==> src/rtl/bank_write_controller.sv <==
// Writes a non-stallable wide pixel stream into a ping-pong bank of parallel RAM blocks.
// Latency: one cycle from an accepted beat to O_wr_en/addr/data; a bank is readable two cycles after its last beat.
// No backpressure: with no free bank the whole frame is dropped and counted; the reader frees banks via I_rd_done.
module bank_write_controller #(
    parameter int BLOCK_COUNT = 4,
    parameter int BLOCK_WIDTH = 32,
    parameter int DEPTH       = 512,
    parameter int ADDR_WIDTH  = (DEPTH > 1) ? $clog2(DEPTH) : 1,
    parameter int BANDWIDTH   = BLOCK_COUNT * BLOCK_WIDTH
) (
    input  logic                   I_clk,
    input  logic                   I_rst,
    input  logic                   I_valid,
    input  logic                   I_sof,
    input  logic [BANDWIDTH-1:0]   I_data,
    output logic                   O_wr_en,
    output logic [ADDR_WIDTH:0]    O_wr_addr,
    output logic [BLOCK_WIDTH-1:0] O_wr_data [0:BLOCK_COUNT-1],
    output logic                   O_rd_valid,
    output logic                   O_rd_bank,
    input  logic                   I_rd_done,
    output logic [7:0]             O_drop_cnt,
    output logic                   O_sof_err
);

    typedef enum logic [1:0] {
        S_IDLE,
        S_FILL,
        S_COMMIT
    } state_t;

    localparam logic [ADDR_WIDTH-1:0] LAST_ADDR = ADDR_WIDTH'(DEPTH - 1);

    state_t                 state_q, state_d;
    logic                   wr_bank_q, wr_bank_d;
    logic                   rd_bank_q, rd_bank_d;
    logic [1:0]             bank_full_q, bank_full_d;
    logic [ADDR_WIDTH-1:0]  addr_q, addr_d;
    logic                   wr_en_q, wr_en_d;
    logic [ADDR_WIDTH:0]    wr_addr_q, wr_addr_d;
    logic [BLOCK_WIDTH-1:0] wr_data_q [0:BLOCK_COUNT-1];
    logic [BLOCK_WIDTH-1:0] wr_data_d [0:BLOCK_COUNT-1];
    logic [7:0]             drop_cnt_q, drop_cnt_d;
    logic                   sof_err_q, sof_err_d;

    // Beat to be written this cycle and the word position it lands on
    logic                   do_wr;
    logic [ADDR_WIDTH-1:0]  wr_pos;
    logic                   rd_fire;

    // Next-state logic: frame sequencing, write port, bank ownership and drop counting
    always_comb begin
        state_d     = state_q;
        wr_bank_d   = wr_bank_q;
        rd_bank_d   = rd_bank_q;
        bank_full_d = bank_full_q;
        addr_d      = addr_q;
        wr_en_d     = 1'b0;
        wr_addr_d   = wr_addr_q;
        wr_data_d   = wr_data_q;
        drop_cnt_d  = drop_cnt_q;
        sof_err_d   = 1'b0;
        do_wr       = 1'b0;
        wr_pos      = addr_q;

        case (state_q)
            S_IDLE: begin
                if (I_valid && I_sof) begin
                    if (bank_full_q[wr_bank_q]) begin
                        // Source cannot stall: lose the whole frame
                        if (drop_cnt_q != 8'hFF) begin
                            drop_cnt_d = drop_cnt_q + 8'd1;
                        end
                    end else begin
                        do_wr  = 1'b1;
                        wr_pos = '0;
                    end
                end
            end
            S_FILL: begin
                if (I_valid) begin
                    do_wr = 1'b1;
                    if (I_sof) begin
                        // Early SOF restarts the frame in the same bank
                        sof_err_d = 1'b1;
                        wr_pos    = '0;
                    end
                end
            end
            S_COMMIT: begin
                // Beats in this cycle are discarded, including an SOF
                bank_full_d[wr_bank_q] = 1'b1;
                wr_bank_d              = ~wr_bank_q;
                addr_d                 = '0;
                state_d                = S_IDLE;
            end
            default: begin
                state_d = S_IDLE;
            end
        endcase

        if (do_wr) begin
            wr_en_d   = 1'b1;
            wr_addr_d = {wr_bank_q, wr_pos};
            for (int i = 0; i < BLOCK_COUNT; i++) begin
                wr_data_d[i] = I_data[i*BLOCK_WIDTH +: BLOCK_WIDTH];
            end
            if (wr_pos == LAST_ADDR) begin
                state_d = S_COMMIT;
                addr_d  = '0;
            end else begin
                state_d = S_FILL;
                addr_d  = wr_pos + 1'b1;
            end
        end

        // Reader release; never collides with a commit since it targets the other bank
        rd_fire = I_rd_done && bank_full_q[rd_bank_q];
        if (rd_fire) begin
            bank_full_d[rd_bank_q] = 1'b0;
            rd_bank_d              = ~rd_bank_q;
        end
    end

    // State and registered outputs; reset discards any partial frame
    always_ff @(posedge I_clk or posedge I_rst) begin
        if (I_rst) begin
            state_q     <= S_IDLE;
            wr_bank_q   <= 1'b0;
            rd_bank_q   <= 1'b0;
            bank_full_q <= 2'b00;
            addr_q      <= '0;
            wr_en_q     <= 1'b0;
            wr_addr_q   <= '0;
            wr_data_q   <= '{default: '0};
            drop_cnt_q  <= 8'd0;
            sof_err_q   <= 1'b0;
        end else begin
            state_q     <= state_d;
            wr_bank_q   <= wr_bank_d;
            rd_bank_q   <= rd_bank_d;
            bank_full_q <= bank_full_d;
            addr_q      <= addr_d;
            wr_en_q     <= wr_en_d;
            wr_addr_q   <= wr_addr_d;
            wr_data_q   <= wr_data_d;
            drop_cnt_q  <= drop_cnt_d;
            sof_err_q   <= sof_err_d;
        end
    end

    assign O_wr_en    = wr_en_q;
    assign O_wr_addr  = wr_addr_q;
    assign O_wr_data  = wr_data_q;
    assign O_rd_valid = bank_full_q[rd_bank_q];
    assign O_rd_bank  = rd_bank_q;
    assign O_drop_cnt = drop_cnt_q;
    assign O_sof_err  = sof_err_q;

endmodule

==> config.mk <==
export PLATFORM = sky130hd
export DESIGN_NAME = bank_write_controller
export DESIGN_NICKNAME = d
export VERILOG_FILES = /design/src/rtl/bank_write_controller.sv
export SDC_FILE = /design/constraint.sdc
export NUM_CORES = 1
export LEC_CHECK = 0
export CAP_MARGIN = 20
export CORE_AREA = 2 2 133 135
export CTS_CLUSTER_SIZE = 12
export DETAILED_ROUTE_END_ITERATION = 12
export DIE_AREA = 0 0 135 137
export GPL_TIMING_DRIVEN = 0
export PLACE_DENSITY = 0.79
export SYNTH_ARGS = -nofsm -noshare
export SYNTH_HDL_FRONTEND = slang
export SYNTH_SLANG_ARGS = --single-unit
export TNS_END_PERCENT = 10
==> constraint.sdc <==
create_clock -name I_clk -period 5.05 [get_ports I_clk]
set_input_delay 1.01 -clock I_clk [delete_from_list [all_inputs] [get_ports I_clk]]
set_output_delay 1.01 -clock I_clk [all_outputs]
set_load 0.02 [all_outputs]
==> impl_metrics.toml <==
[yosys]
yosys.area.top_type_share_pct = 63.6
synth.distinct_cells = 43
syn_inst = 414
synth_area_leader_cell = "dfrtp_1"
synth_area_per_cell_um2 = 15.5
syn_nets = 550
ys.flop_type = "dfrtp_1"
ys_warn_count = 0
synth_area_leaders = "dfrtp_1, mux2_1, mux2_2"
netlist_area_um2 = 6410
seq_area_frac_synth_pct = 63.6
synthArstFlopShare_pct = 100
synth_edf_count = 0
ys_seq_elements = 163

[status]
status = "completed"

[floorplan]
dieArea_um2 = 18500
core_um2 = 17100
pin_count = 283
die_x_um = 135
rows = 48
die_y_um = 137
start_util_pct = 37.6

[sta]
tightest_slew_ns = 0.659
maxSlewViolCount = 0
max_freq_mhz = 269
clock_skew_ns = 0.0113
rsz0062_at_grt = "no"
fin_crit_ns = 3.72
finalSetupTns_ns = 0
finalHoldViolations = 0
slew_headroom_pct = 56.1
setup_viol = 0
period_share_pct = 73.6

[finish]
layout_common_cells = "clkdlybuf4s50_1, dfrtp_1, mux2_1"
num_antenna_cells = 0
fin_cells = 956
nFillCells = 1324
multi_input_area_um2 = 2170
area_growth_pct = 59.3
drive_gt1_share_pct = 16.8
regArea_um2 = 4080
nNetsFinal = 854
final_common_cell = "clkdlybuf4s50_1"

[clocking]
clock_sinks = 163
clk_latency_ns = 0.42
path_clk_slew_ns = 0.07
numCtsBuffers = 17
post_cts_buffers = 0
holdBufCountCts = 0
post_cts_resize_count = 0
clk_path_buf_depth = 2
cts_tree = "yes"
cts-htree-levels = 4
cts_root_buffer = "clkbuf_16"

[critical_path]
cpMostUsedCell = "ha_1"
timing.critical_path.buf_inv = 1
critPathKind = "primary input to flip-flop"
slowest_stage = "clkdlybuf4s50_1"
worstSetupPathDepth = 12
start_kind = "primary input"
cp-startpoint = "I_valid"
cp.required_ns = 5.40
critPathMaxFanout = 8
cp-end-kind = "flip-flop"
max_stage_delay_ns = 0.54
crit_family = "simple AND/OR/NAND/NOR gates"
r2r_cells = 13
r2r-start = "wr_bank_q"
cp.arrival_ns = 4.07
cp_cell_sequence = "clkdlybuf4s50_1 > and2b_1 > o211ai_1 > and2_1 > ha_1 > and3_1 > nand4_1 > nor2_1 > ha_1 > nor2b_1 > a21oi_1 > o21ba_1"

[routing]
drcViolationCount = 0
routed_wire_length_per_instance_um = 17.6
ant_nets = 0
first_pass_iters = 5
finalWirelength_um = 16900
viasPerCell = 4.80
vias = 4586
drtIter0Drc = 82

[grt]
grt_overflow = 0
antenna_found_initial = 0
grt_pass1_vias = 5027
grt_pass1_wl_um = 26100
grtUsageTotal_pct = 18.5
grt_max_degree = 45

[placed_design]
place_inst = 924
numPortBuffers = 281
routabilityCongestion = 0.794
place_hpwl_um = 13200

[power]
total_power_mw = 4.28
p_leak_nw = 4.29
pwr-share-seq_pct = 39.2
p_switching_mw = 1.26
power_frac_comb_pct = 29.4
power.clock.fraction_pct = 31.4
ir_worst_vdd_uv = 217
powerDensity_nw_per_um2 = 418
p_int_mw = 3.02
power.share.switching_pct = 29.4

[run]
max_cap_violations = 0

[worst_hold_path]
min-delay-start = "O_wr_data[3]"
min_path_cells = 1
hold_path.class = "flip-flop to flip-flop"
-- registers in the layout (all words and copies together), names as in the netlist --
register,cells
O_drop_cnt,8
O_wr_addr,10
O_wr_en,1
state_q,2
O_rd_bank,1
bank_full_q,2
addr_q,9
wr_bank_q,1
O_wr_data,128
O_sof_err,1
-- power groups by stage --
stage | combinational, mW | clock, mW | sequential [mW]
6_report | 1.25 | 1.34 | 1.68
3_3_place_gp | 1.24 | 0 | 1.68
5_1_grt | 1.33 | 1.44 | 1.70
4_1_cts | 1.27 | 1.38 | 1.68
3_5_place_dp | 1.27 | 0 | 1.70
2_1_floorplan | 0.338 | 0 | 1.95
-- area by class of cell --
| class | count | area share [%] |
|---|---|---|
| flip-flops and latches | 163 | 39.9 |
| plain buffers | 18 | 1.40 |
| well taps | 225 | 2.76 |
| inverters | 4 | 0.184 |
| clock buffers | 19 | 4.43 |
| repair buffers | 285 | 28.3 |
| clock inverters | 13 | 1.70 |
| multi-input cells | 229 | 21.3 |
-- final timing paths --
check                                 end  slack, ns
min                          O_wr_data[3]       0.49
min in group asynchronous  O_wr_data[123]       0.86
max reg2reg                     addr_q[3]       1.84
max                             addr_q[5]       1.33
min reg2reg                  O_wr_data[3]       0.49
max in group asynchronous       addr_q[3]       3.42
-- routing by layer --
metal	up-vias	GRT usage, %	wire [um]
met3	31	6.41	1510
met5	-	0	0
met1	2257	19.1	6040
met4	0	7.58	418
met2	206	34.2	8890
li1	2092	-	-
-- kinds of logic (layout without fill, tap and decap cells) --
group / Yosys count / in the layout / share of synthesized area [%]
XOR/XNOR: 8 / 8 / 1.09
adder cells (fa/ha/maj): 3 / 3 / 0.586
AND/OR/NAND/NOR: 47 / 47 / 3.96
buffers and inverters: 22 / 339 / 2.46
AO/OA/AOI/OAI: 38 / 38 / 4.74
flip-flops: 163 / 163 / 63.6
multiplexers: 133 / 133 / 23.5
-- cells in the mapped netlist (all sizes together) (3+ instances only) --
cell type	count
and2	3
nand4	5
xnor2	6
nor3	3
ha	3
o21ai	5
nor2b	3
a22o	10
nor2	4
inv	4
nand2	16
nand3	3
dfrtp	163
buf	18
mux2	132
a21oi	5
a31oi	4
-- through the flow --
| step | instance area, um2 | worst slack [ns] | utilization [%] | hold WS (ns) |
|---|---|---|---|---|
| CTS | 10200 | 1.38 | 59.9 | 0.495 |
| global route | 10200 | 1.15 | 59.9 | 0.505 |
| detailed placement | 9590 | 0.979 | 56.2 | 0.480 |
| global placement | 9510 | 0.747 | 55.8 | 0.473 |
| finish | 10200 | 1.33 | 59.9 | 0.489 |
| floorplan | 6410 | 1.96 | - | 0.480 |
Power figures use the tool's default switching activity.
